<file path="src/rtl/mem_port_arbiter_if.sv">
// Two-requester memory port bundle: requester handshakes,
// read returns and the single shared memory port.
interface mem_port_arbiter_if #(
  parameter int ADDR_W = 10,
  parameter int DATA_W = 16
);
  logic              req0;
  logic              we0;
  logic [ADDR_W-1:0] addr0;
  logic [DATA_W-1:0] din0;
  logic              gnt0;
  logic              rvalid0;
  logic [DATA_W-1:0] rdata0;

  logic              req1;
  logic              we1;
  logic [ADDR_W-1:0] addr1;
  logic [DATA_W-1:0] din1;
  logic              gnt1;
  logic              rvalid1;
  logic [DATA_W-1:0] rdata1;

  logic              mem_en;
  logic              mem_we;
  logic [ADDR_W-1:0] mem_addr;
  logic [DATA_W-1:0] mem_din;
  logic [DATA_W-1:0] mem_dout;

  modport slave (
    input  req0, we0, addr0, din0,
    input  req1, we1, addr1, din1,
    input  mem_dout,
    output gnt0, rvalid0, rdata0,
    output gnt1, rvalid1, rdata1,
    output mem_en, mem_we, mem_addr, mem_din
  );

  modport master (
    output req0, we0, addr0, din0,
    output req1, we1, addr1, din1,
    output mem_dout,
    input  gnt0, rvalid0, rdata0,
    input  gnt1, rvalid1, rdata1,
    input  mem_en, mem_we, mem_addr, mem_din
  );
endinterface

</file>
<file path="src/rtl/mem_port_arbiter.sv">
// Burst-fair arbiter sharing one memory port between two
// requesters, with a tag pipeline steering read data back.
module mem_port_arbiter #(
  parameter int ADDR_W = 10,
  parameter int DATA_W = 16,
  parameter int RD_LAT = 1,
  parameter int BURST  = 4
) (
  input logic clk,
  input logic reset,
  mem_port_arbiter_if.slave bus
);

  localparam logic [3:0] BURST_C = 4'(BURST);

  logic              owner;
  logic [3:0]        run_cnt;
  logic              winner;
  logic              any_gnt;
  logic              sel_we;
  logic [ADDR_W-1:0] sel_addr;
  logic [DATA_W-1:0] sel_din;

  // tag stage k lines up with mem_dout at stage RD_LAT
  logic [RD_LAT:0]   tag_v;
  logic [RD_LAT:0]   tag_id;

  always_comb begin
    winner = owner;
    unique case (1'b1)
      (bus.req0 & ~bus.req1): winner = 1'b0;
      (bus.req1 & ~bus.req0): winner = 1'b1;
      (bus.req0 & bus.req1):
        winner = (run_cnt < BURST_C) ? owner : ~owner;
      default: winner = owner;
    endcase
  end

  assign bus.gnt0 = bus.req0 & ~winner & ~reset;
  assign bus.gnt1 = bus.req1 & winner & ~reset;
  assign any_gnt  = bus.gnt0 | bus.gnt1;

  assign sel_we   = winner ? bus.we1   : bus.we0;
  assign sel_addr = winner ? bus.addr1 : bus.addr0;
  assign sel_din  = winner ? bus.din1  : bus.din0;

  always_ff @(posedge clk) begin
    if (reset) begin
      owner        <= 1'b1;
      run_cnt      <= BURST_C;
      bus.mem_en   <= 1'b0;
      bus.mem_we   <= 1'b0;
      bus.mem_addr <= '0;
      bus.mem_din  <= '0;
      tag_v        <= '0;
      tag_id       <= '0;
      bus.rvalid0  <= 1'b0;
      bus.rvalid1  <= 1'b0;
      bus.rdata0   <= '0;
      bus.rdata1   <= '0;
    end else begin
      if (any_gnt) begin
        if (winner == owner) begin
          if (run_cnt != BURST_C)
            run_cnt <= run_cnt + 4'd1;
        end else begin
          owner   <= winner;
          run_cnt <= 4'd1;
        end
      end else if (!bus.req0 && !bus.req1) begin
        // idle cycle hands the next tie to the non-owner
        run_cnt <= BURST_C;
      end

      bus.mem_en <= any_gnt;
      bus.mem_we <= any_gnt & sel_we;
      if (any_gnt) begin
        bus.mem_addr <= sel_addr;
        bus.mem_din  <= sel_din;
      end

      tag_v[0]  <= any_gnt & ~sel_we;
      tag_id[0] <= winner;
      for (int k = 1; k <= RD_LAT; k++) begin
        tag_v[k]  <= tag_v[k-1];
        tag_id[k] <= tag_id[k-1];
      end

      bus.rvalid0 <= tag_v[RD_LAT] & ~tag_id[RD_LAT];
      bus.rvalid1 <= tag_v[RD_LAT] & tag_id[RD_LAT];
      if (tag_v[RD_LAT] && !tag_id[RD_LAT])
        bus.rdata0 <= bus.mem_dout;
      if (tag_v[RD_LAT] && tag_id[RD_LAT])
        bus.rdata1 <= bus.mem_dout;
    end
  end

endmodule
</file>
<file path="src/flat_wrapper.sv">
// flat-port wrapper written by rule: the top's interface ports become plain ports
module mem_port_arbiter_flat 
#(
  parameter int ADDR_W = 10,
  parameter int DATA_W = 16,
  parameter int RD_LAT = 1,
  parameter int BURST  = 4
)
  (clk, reset, bus_req0, bus_we0, bus_addr0, bus_din0, bus_req1, bus_we1, bus_addr1, bus_din1, bus_mem_dout, bus_gnt0, bus_rvalid0, bus_rdata0, bus_gnt1, bus_rvalid1, bus_rdata1, bus_mem_en, bus_mem_we, bus_mem_addr, bus_mem_din);
  mem_port_arbiter_if #(.ADDR_W(ADDR_W), .DATA_W(DATA_W)) bus_i ();
  input logic clk;
  input logic reset;
  input wire logic [$bits(bus_i.req0)-1:0] bus_req0;
  input wire logic [$bits(bus_i.we0)-1:0] bus_we0;
  input wire logic [$bits(bus_i.addr0)-1:0] bus_addr0;
  input wire logic [$bits(bus_i.din0)-1:0] bus_din0;
  input wire logic [$bits(bus_i.req1)-1:0] bus_req1;
  input wire logic [$bits(bus_i.we1)-1:0] bus_we1;
  input wire logic [$bits(bus_i.addr1)-1:0] bus_addr1;
  input wire logic [$bits(bus_i.din1)-1:0] bus_din1;
  input wire logic [$bits(bus_i.mem_dout)-1:0] bus_mem_dout;
  output wire logic [$bits(bus_i.gnt0)-1:0] bus_gnt0;
  output wire logic [$bits(bus_i.rvalid0)-1:0] bus_rvalid0;
  output wire logic [$bits(bus_i.rdata0)-1:0] bus_rdata0;
  output wire logic [$bits(bus_i.gnt1)-1:0] bus_gnt1;
  output wire logic [$bits(bus_i.rvalid1)-1:0] bus_rvalid1;
  output wire logic [$bits(bus_i.rdata1)-1:0] bus_rdata1;
  output wire logic [$bits(bus_i.mem_en)-1:0] bus_mem_en;
  output wire logic [$bits(bus_i.mem_we)-1:0] bus_mem_we;
  output wire logic [$bits(bus_i.mem_addr)-1:0] bus_mem_addr;
  output wire logic [$bits(bus_i.mem_din)-1:0] bus_mem_din;
  assign bus_i.req0 = bus_req0;
  assign bus_i.we0 = bus_we0;
  assign bus_i.addr0 = bus_addr0;
  assign bus_i.din0 = bus_din0;
  assign bus_i.req1 = bus_req1;
  assign bus_i.we1 = bus_we1;
  assign bus_i.addr1 = bus_addr1;
  assign bus_i.din1 = bus_din1;
  assign bus_i.mem_dout = bus_mem_dout;
  assign bus_gnt0 = bus_i.gnt0;
  assign bus_rvalid0 = bus_i.rvalid0;
  assign bus_rdata0 = bus_i.rdata0;
  assign bus_gnt1 = bus_i.gnt1;
  assign bus_rvalid1 = bus_i.rvalid1;
  assign bus_rdata1 = bus_i.rdata1;
  assign bus_mem_en = bus_i.mem_en;
  assign bus_mem_we = bus_i.mem_we;
  assign bus_mem_addr = bus_i.mem_addr;
  assign bus_mem_din = bus_i.mem_din;
  mem_port_arbiter #(.ADDR_W(ADDR_W), .DATA_W(DATA_W), .RD_LAT(RD_LAT), .BURST(BURST)) u_core (.clk(clk), .reset(reset), .bus(bus_i));
endmodule
</file>
<file path="config.mk">
export PLATFORM = sky130hd
export DESIGN_NAME = mem_port_arbiter_flat
export DESIGN_NICKNAME = d
export VERILOG_FILES = /design/src/rtl/mem_port_arbiter_if.sv /design/src/rtl/mem_port_arbiter.sv /design/src/flat_wrapper.sv
export SDC_FILE = /design/constraint.sdc
export NUM_CORES = 1
export LEC_CHECK = 0
export CAP_MARGIN = 25
export CORE_MARGIN = 2
export CORE_UTILIZATION = 45
export DETAILED_ROUTE_END_ITERATION = 10
export PLACE_DENSITY = 0.93
export SYNTH_ARGS = -nofsm -noshare
export SYNTH_HDL_FRONTEND = slang
export SYNTH_SLANG_ARGS = --single-unit
</file>
<file path="constraint.sdc">
create_clock -name clk -period 2.4 [get_ports clk]
set_input_delay 0.48 -clock clk [delete_from_list [all_inputs] [get_ports clk]]
set_output_delay 0.48 -clock clk [all_outputs]
set_load 0.005 [all_outputs]
</file>
=== After elaboration in Yosys (flattened, before gate mapping) ===
Index checks and enable logic that the tools add are counted.

* Muxes and demuxes: 9
* Bitwise gates (word level): 20
* Equality and inequality tests: 3
* Magnitude comparators: 1
* Reductions and logical operators: 9
* Add/subtract/negate cells: 1

{| class="wikitable"
|+ Operators with widths
! cell !! count
|-
| $mux W16 || 1
|-
| $mux W4 || 4
|-
| $and A1 B1 Y1 || 11
|-
| $mux W10 || 1
|-
| $not A1 Y1 || 8
|-
| $add A4 B1 Y4 const B || 1
|-
| $lt A4 B3 Y1 const B || 1
|-
| $ne A4 B3 Y1 const B || 1
|-
| $reduce_and A2 Y1 || 2
|-
| $logic_and A1 B1 Y1 || 3
|-
| $logic_not A1 Y1 || 3
|-
| $ne A3 B3 Y1 const B || 1
|-
| $pmux W1 S3 || 1
|-
| $mux W1 || 2
|-
| $reduce_bool A2 Y1 || 1
|-
| $eq A1 B1 Y1 || 1
|-
| $or A1 B1 Y1 || 1
|}

* Input port bits: 74
* Logic and storage cells: 55
* Register bits: 71
* Output and inout port bits: 64

=== Logic depth before layout (Yosys ltp) ===
* Word-level depth: 9
* Mapped depth: 7
* Gate-level depth less buffers: 6

=== Worst setup path after synthesis ===
OpenSTA, ideal clock, no wires.

* Kind: input -> output
* Start point: input port bus_req1
* End point: output port bus_gnt0
* Setup slack: 544 ps
* Path buffers: 3
* Data required time: 1,920 ps
* Stages on the path: 7
* Arrival: 1,376 ps
* Cell sequence: buf_2 -> nor2_2 -> a21o_1 -> buf_4 -> buf_6 -> nor2_1 -> nor3_1

* Word-level cells in the longest chain between the ends: 6
* Elaborated cells between the ends (all ways): 8
* Those cells by class: mux (1); bitwise (7)

{| class="wikitable"
|+ Ends and longest elaborated chain
! element !! line !! RTL
|-
| from (decl) || flat_wrapper.sv:17 || <nowiki>input wire logic [$bits(bus_i.req1)-1:0] bus_req1;</nowiki>
|-
| $not A1 Y1 || mem_port_arbiter.sv:31 || <nowiki>(bus.req0 & ~bus.req1): winner = 1'b0;</nowiki>
|-
| $and A1 B1 Y1 || mem_port_arbiter.sv:31 ||
|-
| $pmux W1 S3 * || mem_port_arbiter.sv:30 || <nowiki>unique case (1'b1)</nowiki>
|-
| $not A1 Y1 * || mem_port_arbiter.sv:39 || <nowiki>assign bus.gnt0 = bus.req0 & ~winner & ~reset;</nowiki>
|-
| $and A1 B1 Y1 * (2 in series) || mem_port_arbiter.sv:39 ||
|-
| to (decl) || flat_wrapper.sv:22 || <nowiki>output wire logic [$bits(bus_i.gnt0)-1:0] bus_gnt0;</nowiki>
|}

Mark *: on every way between the ends. The rest lies on a longest branch, timed or not.

=== Worst setup path after layout ===
* Start point: input port bus_req0
* End point: output port bus_gnt1

* Word-level cells in the longest chain between the ends: 5
* Elaborated cells between the ends (all ways): 7
* Those cells by class: mux (1); bitwise (6)

{| class="wikitable"
|+ Ends and longest elaborated chain
! element !! line !! RTL
|-
| from (decl) || flat_wrapper.sv:13 || <nowiki>input wire logic [$bits(bus_i.req0)-1:0] bus_req0;</nowiki>
|-
| $not A1 Y1 || mem_port_arbiter.sv:32 || <nowiki>(bus.req1 & ~bus.req0): winner = 1'b1;</nowiki>
|-
| $and A1 B1 Y1 || mem_port_arbiter.sv:32 ||
|-
| $pmux W1 S3 * || mem_port_arbiter.sv:30 ||
|-
| $and A1 B1 Y1 * (2 in series) || mem_port_arbiter.sv:40 || <nowiki>assign bus.gnt1 = bus.req1 & winner & ~reset;</nowiki>
|-
| to (decl) || flat_wrapper.sv:25 || <nowiki>output wire logic [$bits(bus_i.gnt1)-1:0] bus_gnt1;</nowiki>
|}

Marked as above.

==> metrics.cfg <==
[route]
ant_nets=0
drt_iter0_drc=153
wl_per_cell_um=15.6
via_count=3210
remaining_drc_errors=15
drt_first_pass_iters=10
wl_um=9030
viasPerCell=5.54

[sta]
max_freq_ghz=0.431
fin_skew_ns=0.00633
fin_crit_sh_pct=96.7
final_hold_viol_count=0
rsz0062_at_grt=false
slew_viol_final=0
tightest_slew_ns=0.687
fin_crit_ns=2.32
slew_headroom_pct=54.2
fin_tns_setup_ns=0
setup_viol=0

[min_path]
hp-class=register to register

[placement]
place_area_um2=4460
gp_congestion=0.895
dpl.hpwl_um=6520
portBuffers=137

[cts]
clockRootBuffer=clkbuf_8
holdBufCountCts=0
numCtsBuffers=9
cts_resized=2
post_cts_buffers=0
cts_tree=yes
clk_pin_slew_ns=0.08
cts.path.max_buffers=2
clock_latency_ns=0.34
h-tree-depth=3
cts.sinks=71

[logic_synthesis]
synth-xor-area-share_pct=0
synth-main-ff-cell=dfxtp_1
syn_inst=366
async_flop_share_pct=0
synthSimpleGateAreaFrac_pct=21.6
synthesis.nets=442
synth_mux_area_share_pct=0
synth_top_family_by_area=compound AO/OA/AOI/OAI gates
synth_compound_area_share_pct=23.2
yosys_warnings=0
avgSynthCellArea_um2=8.23
synth-seq-area-share_pct=47.2
netlist_area_um2=3010
synth_edf_count=0
ys_ff_latch=71
yosys.area_share.adder_pct=0.831
synth.distinct_cells=43

[finish]
drive_gt1_share_pct=9.56
nFillCells=457
num_antenna_cells=0
ff_latch_area_um2=1420
multi_input_area_um2=1390
final_net_count=573
final_cell_mix=clkdlybuf4s50_1, dfxtp_1, nand2_1
layout_commonest_cell=clkdlybuf4s50_1
area_delta_synth_final_pct=54.8
stdcell_area_um2=4660

[pwr]
powerDensity_nw_per_um2=597
leakagePower_nw=1.68
ir_worst_vdd_v=0.000426
fin_total_pwr_mw=2.79

[floorplanning]
start_util_pct=46.9
dieHeight_um=85.8
placementRows=29
chipWidth_um=85.8
core_um2=6420
dieArea_um2=7370
pin_count=138

[setup_path]
critical_path_arrival_ns=1.84
required_ns=1.92
start_kind=input pin
crit_fanout=4
critPathCaptureType=output pin
worstSetupPathType=input pin to output pin

[global_routing]
antenna_found_initial=0
grt_pass1_vias=3077
grt_max_degree=49
grt_pass1_wl_um=14300
overflow=0
grt_use_total_pct=24.7

[run]
max_cap_violations=0

[run_status]
status=finished with violations
violations=DRC

[layer usage]
metal | global-route usage [%] | vias up | part of all wire [%]
met4 | 10.5 | 0 | 1.9
met3 | 5.29 | 14 | 8.7
met2 | 42.5 | 159 | 48
met5 | 0 | - | 0
met1 | 29.9 | 1493 | 41
li1 | - | 1544 | -
[layout make-up]
cell class | instances | share of cell area, %
Timing Repair Buffer | 155 | 32.9
Tap cell | 77 | 2.07
Multi-Input combinational cell | 255 | 29.8
Clock inverter | 5 | 1.23
Inverter | 5 | 0.402
Sequential cell | 71 | 30.5
Clock buffer | 11 | 3.03
[power by group]
| group | internal (mW) | total, mW | switching, mW |
|---|---|---|---|
| registers | 1.24 | 1.28 | 0.0411 |
| logic | 0.307 | 0.546 | 0.240 |
| clock network | 0.509 | 0.957 | 0.448 |
| total | 2.06 | 2.79 | 0.729 |
[kinds of logic (layout without fill, tap and decap cells)]
logic type | count (synthesis) | count (layout)
and+or+nand+nor | 146 | 146
AOI/OAI and AO/OA | 107 | 107
DFF | 71 | 71
buffers and inverters | 40 | 176
adders and majority gates | 2 | 2
[flip-flops by register name (all words and copies together) (netlist names)]
name                 flops
u_core.run_cnt           4
u_core.bus.rdata1       16
u_core.bus.mem_din      16
u_core.bus.mem_we        1
u_core.bus.rdata0       16
u_core.bus.mem_en        1
u_core.tag_v             2
u_core.bus.rvalid0       1
u_core.owner             1
u_core.bus.mem_addr     10
u_core.bus.rvalid1       1
u_core.tag_id            2
[Yosys cell counts, drive strengths merged (2+ instances only)]
library cell  count  area share (%)
a211oi            2            0.50
a21o              2            0.50
a21oi            37             6.6
a311oi           26             7.6
buf              19             4.5
clkbuf           16             2.0
dfxtp            71              47
ha                2            0.83
inv               5            0.62
nand2            68             8.5
nand3            28             4.7
nor2             32             4.3
nor2b             5             1.3
nor3              3            0.50
o21ai            32             5.4
or3               2            0.42
[final timing paths]
check                                  from                             endpoint  slack [ns]  cells past startpoint
max                                bus_req0                             bus_gnt1        0.08                      6
min             u_core.tag_id[0]$_SDFF_PP0_          u_core.tag_id[1]$_SDFF_PP0_        0.45                      1
max reg2reg  u_core.run_cnt[3]$_SDFFE_PP0P_  u_core.bus.mem_addr[6]$_SDFFE_PP0P_        0.63                      5
min reg2reg     u_core.tag_id[0]$_SDFF_PP0_          u_core.tag_id[1]$_SDFF_PP0_        0.45                      1
[per-stage QoR]
stage               cells  util [%]  hold slack, ns  setup WS (ns)
floorplan             366         -           0.414          0.544
global placement      563      69.5           0.423        -0.0311
detailed placement    563      69.5           0.433         -0.169
CTS                   579      72.5           0.450         0.0383
global route          579      72.6           0.467       0.000256
finish                579      72.6           0.453         0.0788
[worst max-delay path: stages]
cell             delay (ns)
clkdlybuf4s50_1        0.45
inv_2                  0.11
buf_4                  0.11
a21oi_1                0.03
nor3_1                 0.13
clkdlybuf4s50_1        0.52
(Power assumes the default switching activity.)
